==> config.mk <==
export PLATFORM = sky130hd
export DESIGN_NAME = led_fader
export DESIGN_NICKNAME = d
export VERILOG_FILES = /design/src/rtl/led_fader.sv
export SDC_FILE = /design/constraint.sdc
export NUM_CORES = 1
export LEC_CHECK = 0
export CORE_ASPECT_RATIO = 2
export CORE_MARGIN = 2
export CORE_UTILIZATION = 30
export DETAILED_ROUTE_END_ITERATION = 12
export HOLD_SLACK_MARGIN = 0.15
export PLACE_DENSITY_LB_ADDON = 0.12
export SETUP_SLACK_MARGIN = 0.05
export SLEW_MARGIN = 0
export SYNTH_ARGS = -nofsm -noshare
export SYNTH_HDL_FRONTEND = slang
export SYNTH_SLANG_ARGS = --single-unit
==> constraint.sdc <==
create_clock -name CLK -period 2.3 [get_ports CLK]
set_input_delay 0.345 -clock CLK [delete_from_list [all_inputs] [get_ports CLK]]
set_output_delay 0.345 -clock CLK [all_outputs]
set_load 0.005 [all_outputs]
==> src/rtl/led_fader.sv <==
// Five-channel LED fader: each channel ramps an 8-bit brightness level up or down
// at a prescaled tick rate toward its requested on/off target, driving PWM outputs.
module led_fader #(
  parameter int STEP_DIV = 47_059
) (
  input  logic       CLK,
  input  logic       RST_N,
  input  logic [4:0] led_req,
  input  logic       enable,
  output logic       LED1,
  output logic       LED2,
  output logic       LED3,
  output logic       LED4,
  output logic       LED5,
  output logic       busy
);

  localparam int          NCH       = 5;
  localparam logic [19:0] PRESC_MAX = 20'(STEP_DIV - 1);
  localparam logic [7:0]  PWM_MAX   = 8'd254;

  localparam logic [1:0] S_OFF  = 2'd0;
  localparam logic [1:0] S_RISE = 2'd1;
  localparam logic [1:0] S_ON   = 2'd2;
  localparam logic [1:0] S_FALL = 2'd3;

  function automatic logic [7:0] sat_inc(input logic [7:0] l);
    return (l == 8'd255) ? 8'd255 : l + 8'd1;
  endfunction

  function automatic logic [7:0] sat_dec(input logic [7:0] l);
    return (l == 8'd0) ? 8'd0 : l - 8'd1;
  endfunction

  logic [19:0] presc_p0;
  logic        tick;
  logic [7:0]  pwm_cnt_p0;
  logic [7:0]  level      [NCH];
  logic [7:0]  level_nxt  [NCH];
  logic [1:0]  state      [NCH];
  logic [1:0]  state_nxt  [NCH];
  logic [4:0]  led_p1;
  logic        any_ramp;

  // Stage 0: step prescaler and free-running PWM counter
  assign tick = enable && (presc_p0 == PRESC_MAX);

  always_ff @(posedge CLK or negedge RST_N) begin
    if (!RST_N) begin
      presc_p0 <= '0;
    end else if (enable) begin
      presc_p0 <= tick ? '0 : presc_p0 + 20'd1;
    end
  end

  always_ff @(posedge CLK or negedge RST_N) begin
    if (!RST_N) begin
      pwm_cnt_p0 <= '0;
    end else begin
      pwm_cnt_p0 <= (pwm_cnt_p0 == PWM_MAX) ? 8'd0 : pwm_cnt_p0 + 8'd1;
    end
  end

  // Direction reversal wins over a coincident tick, so the level never jumps on a flip
  always_comb begin
    for (int n = 0; n < NCH; n++) begin
      state_nxt[n] = state[n];
      level_nxt[n] = level[n];
      if (enable) begin
        case (state[n])
          S_OFF: begin
            if (led_req[n]) state_nxt[n] = S_RISE;
          end
          S_RISE: begin
            if (!led_req[n]) begin
              state_nxt[n] = S_FALL;
            end else if (tick) begin
              level_nxt[n] = sat_inc(level[n]);
              if (level[n] >= 8'd254) state_nxt[n] = S_ON;
            end
          end
          S_ON: begin
            if (!led_req[n]) state_nxt[n] = S_FALL;
          end
          default: begin
            if (led_req[n]) begin
              state_nxt[n] = S_RISE;
            end else if (tick) begin
              level_nxt[n] = sat_dec(level[n]);
              if (level[n] <= 8'd1) state_nxt[n] = S_OFF;
            end
          end
        endcase
      end
    end
  end

  always_ff @(posedge CLK or negedge RST_N) begin
    if (!RST_N) begin
      for (int n = 0; n < NCH; n++) begin
        state[n] <= S_OFF;
        level[n] <= 8'd0;
      end
    end else begin
      for (int n = 0; n < NCH; n++) begin
        state[n] <= state_nxt[n];
        level[n] <= level_nxt[n];
      end
    end
  end

  always_comb begin
    any_ramp = 1'b0;
    for (int n = 0; n < NCH; n++) begin
      if (state[n] == S_RISE || state[n] == S_FALL) any_ramp = 1'b1;
    end
  end

  // Stage 1: registered PWM compare and busy flag
  always_ff @(posedge CLK or negedge RST_N) begin
    if (!RST_N) begin
      led_p1 <= '0;
      busy   <= 1'b0;
    end else begin
      for (int n = 0; n < NCH; n++) begin
        led_p1[n] <= enable && (pwm_cnt_p0 < level[n]);
      end
      if (enable) busy <= any_ramp;
    end
  end

  assign LED1 = led_p1[0];
  assign LED2 = led_p1[1];
  assign LED3 = led_p1[2];
  assign LED4 = led_p1[3];
  assign LED5 = led_p1[4];

endmodule

==> results.sh <==
export IMPL_status="completed"
export IMPL_cp_required_ps=2540
export IMPL_drtIter0Drc=275
export IMPL_place_gp_congestion=0.831
export IMPL_grt_setup_unrepaired="no"
export IMPL_fmax_mhz=477
export IMPL_grt_pass1_vias=6211
export IMPL_clock_root_buffer="clkbuf_16"
export IMPL_slowest_delay_ps=460
export IMPL_cp_end_kind="flip-flop"
export IMPL_grt_first_pass_wirelength_um=32100
export IMPL_clkPwrFrac_pct=28.7
export IMPL_synthArstFlopShare_pct=100
export IMPL_cp_slowest_cell="or3_1"
export IMPL_route_detailed_drc=0
export IMPL_startpoint="level[21]"
export IMPL_critPathLaunchType="flip-flop"
export IMPL_die_area_um2=24200
export IMPL_synth_most_common_cell="ha_1"
export IMPL_dieHeight_um=218
export IMPL_routed_wl_um=19600
export IMPL_post_synth_top_area_cell="dfrtp_1"
export IMPL_drive_above_1_share_pct=11.7
export IMPL_portBuffers=13
export IMPL_cp_num_cells=6
export IMPL_clock_sinks=84
export IMPL_worstPathArrival_ps=2340
export IMPL_syn_area_um2=6870
export IMPL_path_max_fanout=7
export IMPL_fin_skew_ps=7.73
export IMPL_finalHoldViolCount=0
export IMPL_synth_flop_cell="dfrtp_1"
export IMPL_vias=6069
export IMPL_antenna_left=0
export IMPL_maxSlewHeadroom_pct=60.7
export IMPL_cp_top_family="simple AND/OR/NAND/NOR gates"
export IMPL_maxCapViolCount=0
export IMPL_dieWidth_um=111
export IMPL_switching_share_pct=36.5
export IMPL_muxShareOfSynthArea_pct=3.04
export IMPL_comb_power_share_pct=37.1
export IMPL_hp_class="input port to async pin"
export IMPL_cts_setup_buffers=0
export IMPL_clock_path_buffers=2
export IMPL_synth_area_top_cells="dfrtp_1, ha_1, o21ai_0"
export IMPL_core_um2=22500
export IMPL_antenna_found_initial=0
export IMPL_syn_to_final_growth_pct=14.7
export IMPL_synth_top_area_share_pct=30.6
export IMPL_synth_compound_area_share_pct=21.4
export IMPL_numCtsBuffers=9
export IMPL_min_period_over_period_pct=91.1
export IMPL_syn_avg_cell_area_um2=8.84
export IMPL_wl_per_cell_um=17.8
export IMPL_ys_types=76
export IMPL_n_antenna_cell=0
export IMPL_leakage_nw=3.39
export IMPL_cts_tree="yes"
export IMPL_r2r_cells=6
export IMPL_drtPass1Iterations=4
export IMPL_path_cells="or3_1 -> nor4_4 -> o21ai_1 -> o21bai_1 -> a32o_1 -> mux2_2"
export IMPL_ys_ff_latch=84
export IMPL_viasPerCell=5.51
export IMPL_synth_xor_area_share_pct=3.44
export IMPL_core_rowCount=78
export IMPL_synth_top_family_by_area="compound AO/OA/AOI/OAI gates"
export IMPL_period_minus_slack_ps=2090
export IMPL_slew_violations=0
export IMPL_setup_violations_final=0
export IMPL_r2r_start="level[21]"
export IMPL_synthAdderAreaFrac_pct=16.2
export IMPL_path_buf_inv=0
export IMPL_synthSimpleGateAreaFrac_pct=19.9
export IMPL_power_density_nw_per_um2=660
export IMPL_pwr_share_seq_pct=34.2
export IMPL_worst_pin_slew_ps=583
export IMPL_hpwl_um=15200
export IMPL_ir_drop_uv=266
export IMPL_initial_core_util_pct=30.5
export IMPL_grt_usage_pct=16.7
export IMPL_fin_nets=913
export IMPL_synthCells=777
export IMPL_worst_setup_path_type="flip-flop to flip-flop"
export IMPL_synth_common_cells="ha_1, dfrtp_1, o21ai_0"
export IMPL_final_setup_tns_ps=0
export IMPL_overflow=0
export IMPL_synth_seq_area_share_pct=30.6
export IMPL_hold_slack_ps=468
export IMPL_synth_warning_count=0
export IMPL_synth_edf_count=0
export IMPL_clock_latency_ps=360
export IMPL_grt_start_max_net_pins=32
export IMPL_ios=14
export IMPL_htree_num_levels=3
export IMPL_p_sw_mw=1.90
export IMPL_clkTransAtPathRegs_ps=70
export IMPL_synth_net_count=874
export IMPL_intPower_mw=3.30
cell families after synthesis:
logic type / after synthesis
AO/OA/AOI/OAI: 227
XOR/XNOR: 27
adder cells (fa/ha/maj): 89
buffers and inverters: 87
flip-flops: 84
multiplexers: 19
AND/OR/NAND/NOR: 244
final cells by class:
class	count	area [µm²]
multi-input cells	606	4430
inverters	61	229
clock inverters	4	32.5
well taps	280	350
fillers	2303	14700
clock buffers	12	267
repair buffers	54	463
flip-flops and latches	84	2100
placed cells by master, fill, tap and decap left out, types with 9 or more instances in the layout:
master	synthesis	final
and3_1	24	24
nor4_1	18	16
nor3_1	21	21
a31oi_1	18	18
xnor2_1	15	15
inv_1	61	61
buf_4	0	39
mux2_2	13	13
clkdlybuf4s50_1	0	12
a21o_1	14	14
xor2_1	12	12
ha_1	89	88
a21oi_1	33	33
nand3_1	25	25
dfrtp_1	84	83
clkbuf_16	0	9
nor2_1	50	50
nand2_1	46	46
o21ai_0	84	83
nand4_1	11	11
metrics by stage:
| step | power (mW) | setup WS [ps] | instances | cell area (µm²) | utilization (%) |
|---|---|---|---|---|---|
| 3_3_place_gp | 3.65 | 97.9 | 1084 | 7530 | 33.4 |
| 3_5_place_dp | 3.71 | 28.5 | 1084 | 7530 | 33.4 |
| 2_1_floorplan | 3.10 | 286 | 777 | 6870 | - |
| 5_1_grt | 5.55 | 67.3 | 1101 | 7870 | 34.9 |
| 4_1_cts | 5.25 | 108 | 1101 | 7840 | 34.8 |
| 6_report | 5.20 | 206 | 1101 | 7870 | 34.9 |
state kept, by name (all words and copies together) (netlist names):
name,count
busy,1
led_p1,5
level,40
presc_p0,20
pwm_cnt_p0,8
state,10
power by group through the flow:
stage	logic (mW)	clock network, mW	registers, mW
after floorplan	1.34	0	1.77
after global placement	1.86	0	1.79
after detailed placement	1.91	0	1.80
after CTS	1.92	1.56	1.77
after global routing	2.13	1.61	1.80
final	1.93	1.49	1.78
per-layer routing:
metal | GRT usage (%) | vias to the layer above | routed length, µm
li1 | - | 2959 | -
met1 | 17.5 | 2946 | 7580
met2 | 32.6 | 130 | 10900
met3 | 2.22 | 34 | 473
met4 | 7.58 | 0 | 630
met5 | 0 | - | 0
worst register-to-register path: stages, from the launching register on:
cell,delay (ps)
dfrtp_1,450
or3_1,460
nor4_4,220
o21ai_1,130
o21bai_1,140
a32o_1,220
mux2_2,350
path summary, 6_finish.rpt:
check	endpoint	slack, ps
worst max-delay path	state[4]	210
max in group asynchronous	level[28]	1200
worst max register to register	state[4]	210
min in group CLK	presc_p0[17]	520
worst min register to register	presc_p0[17]	520
worst min-delay path	level[5]	470
timing repair:
action                                  CTS  global route
hold buffers                              1             0
endpoints found under the setup margin    0            19
gates resized for setup                   0             7
hold endpoints to repair                 24             0
(Power assumes the default switching activity.)
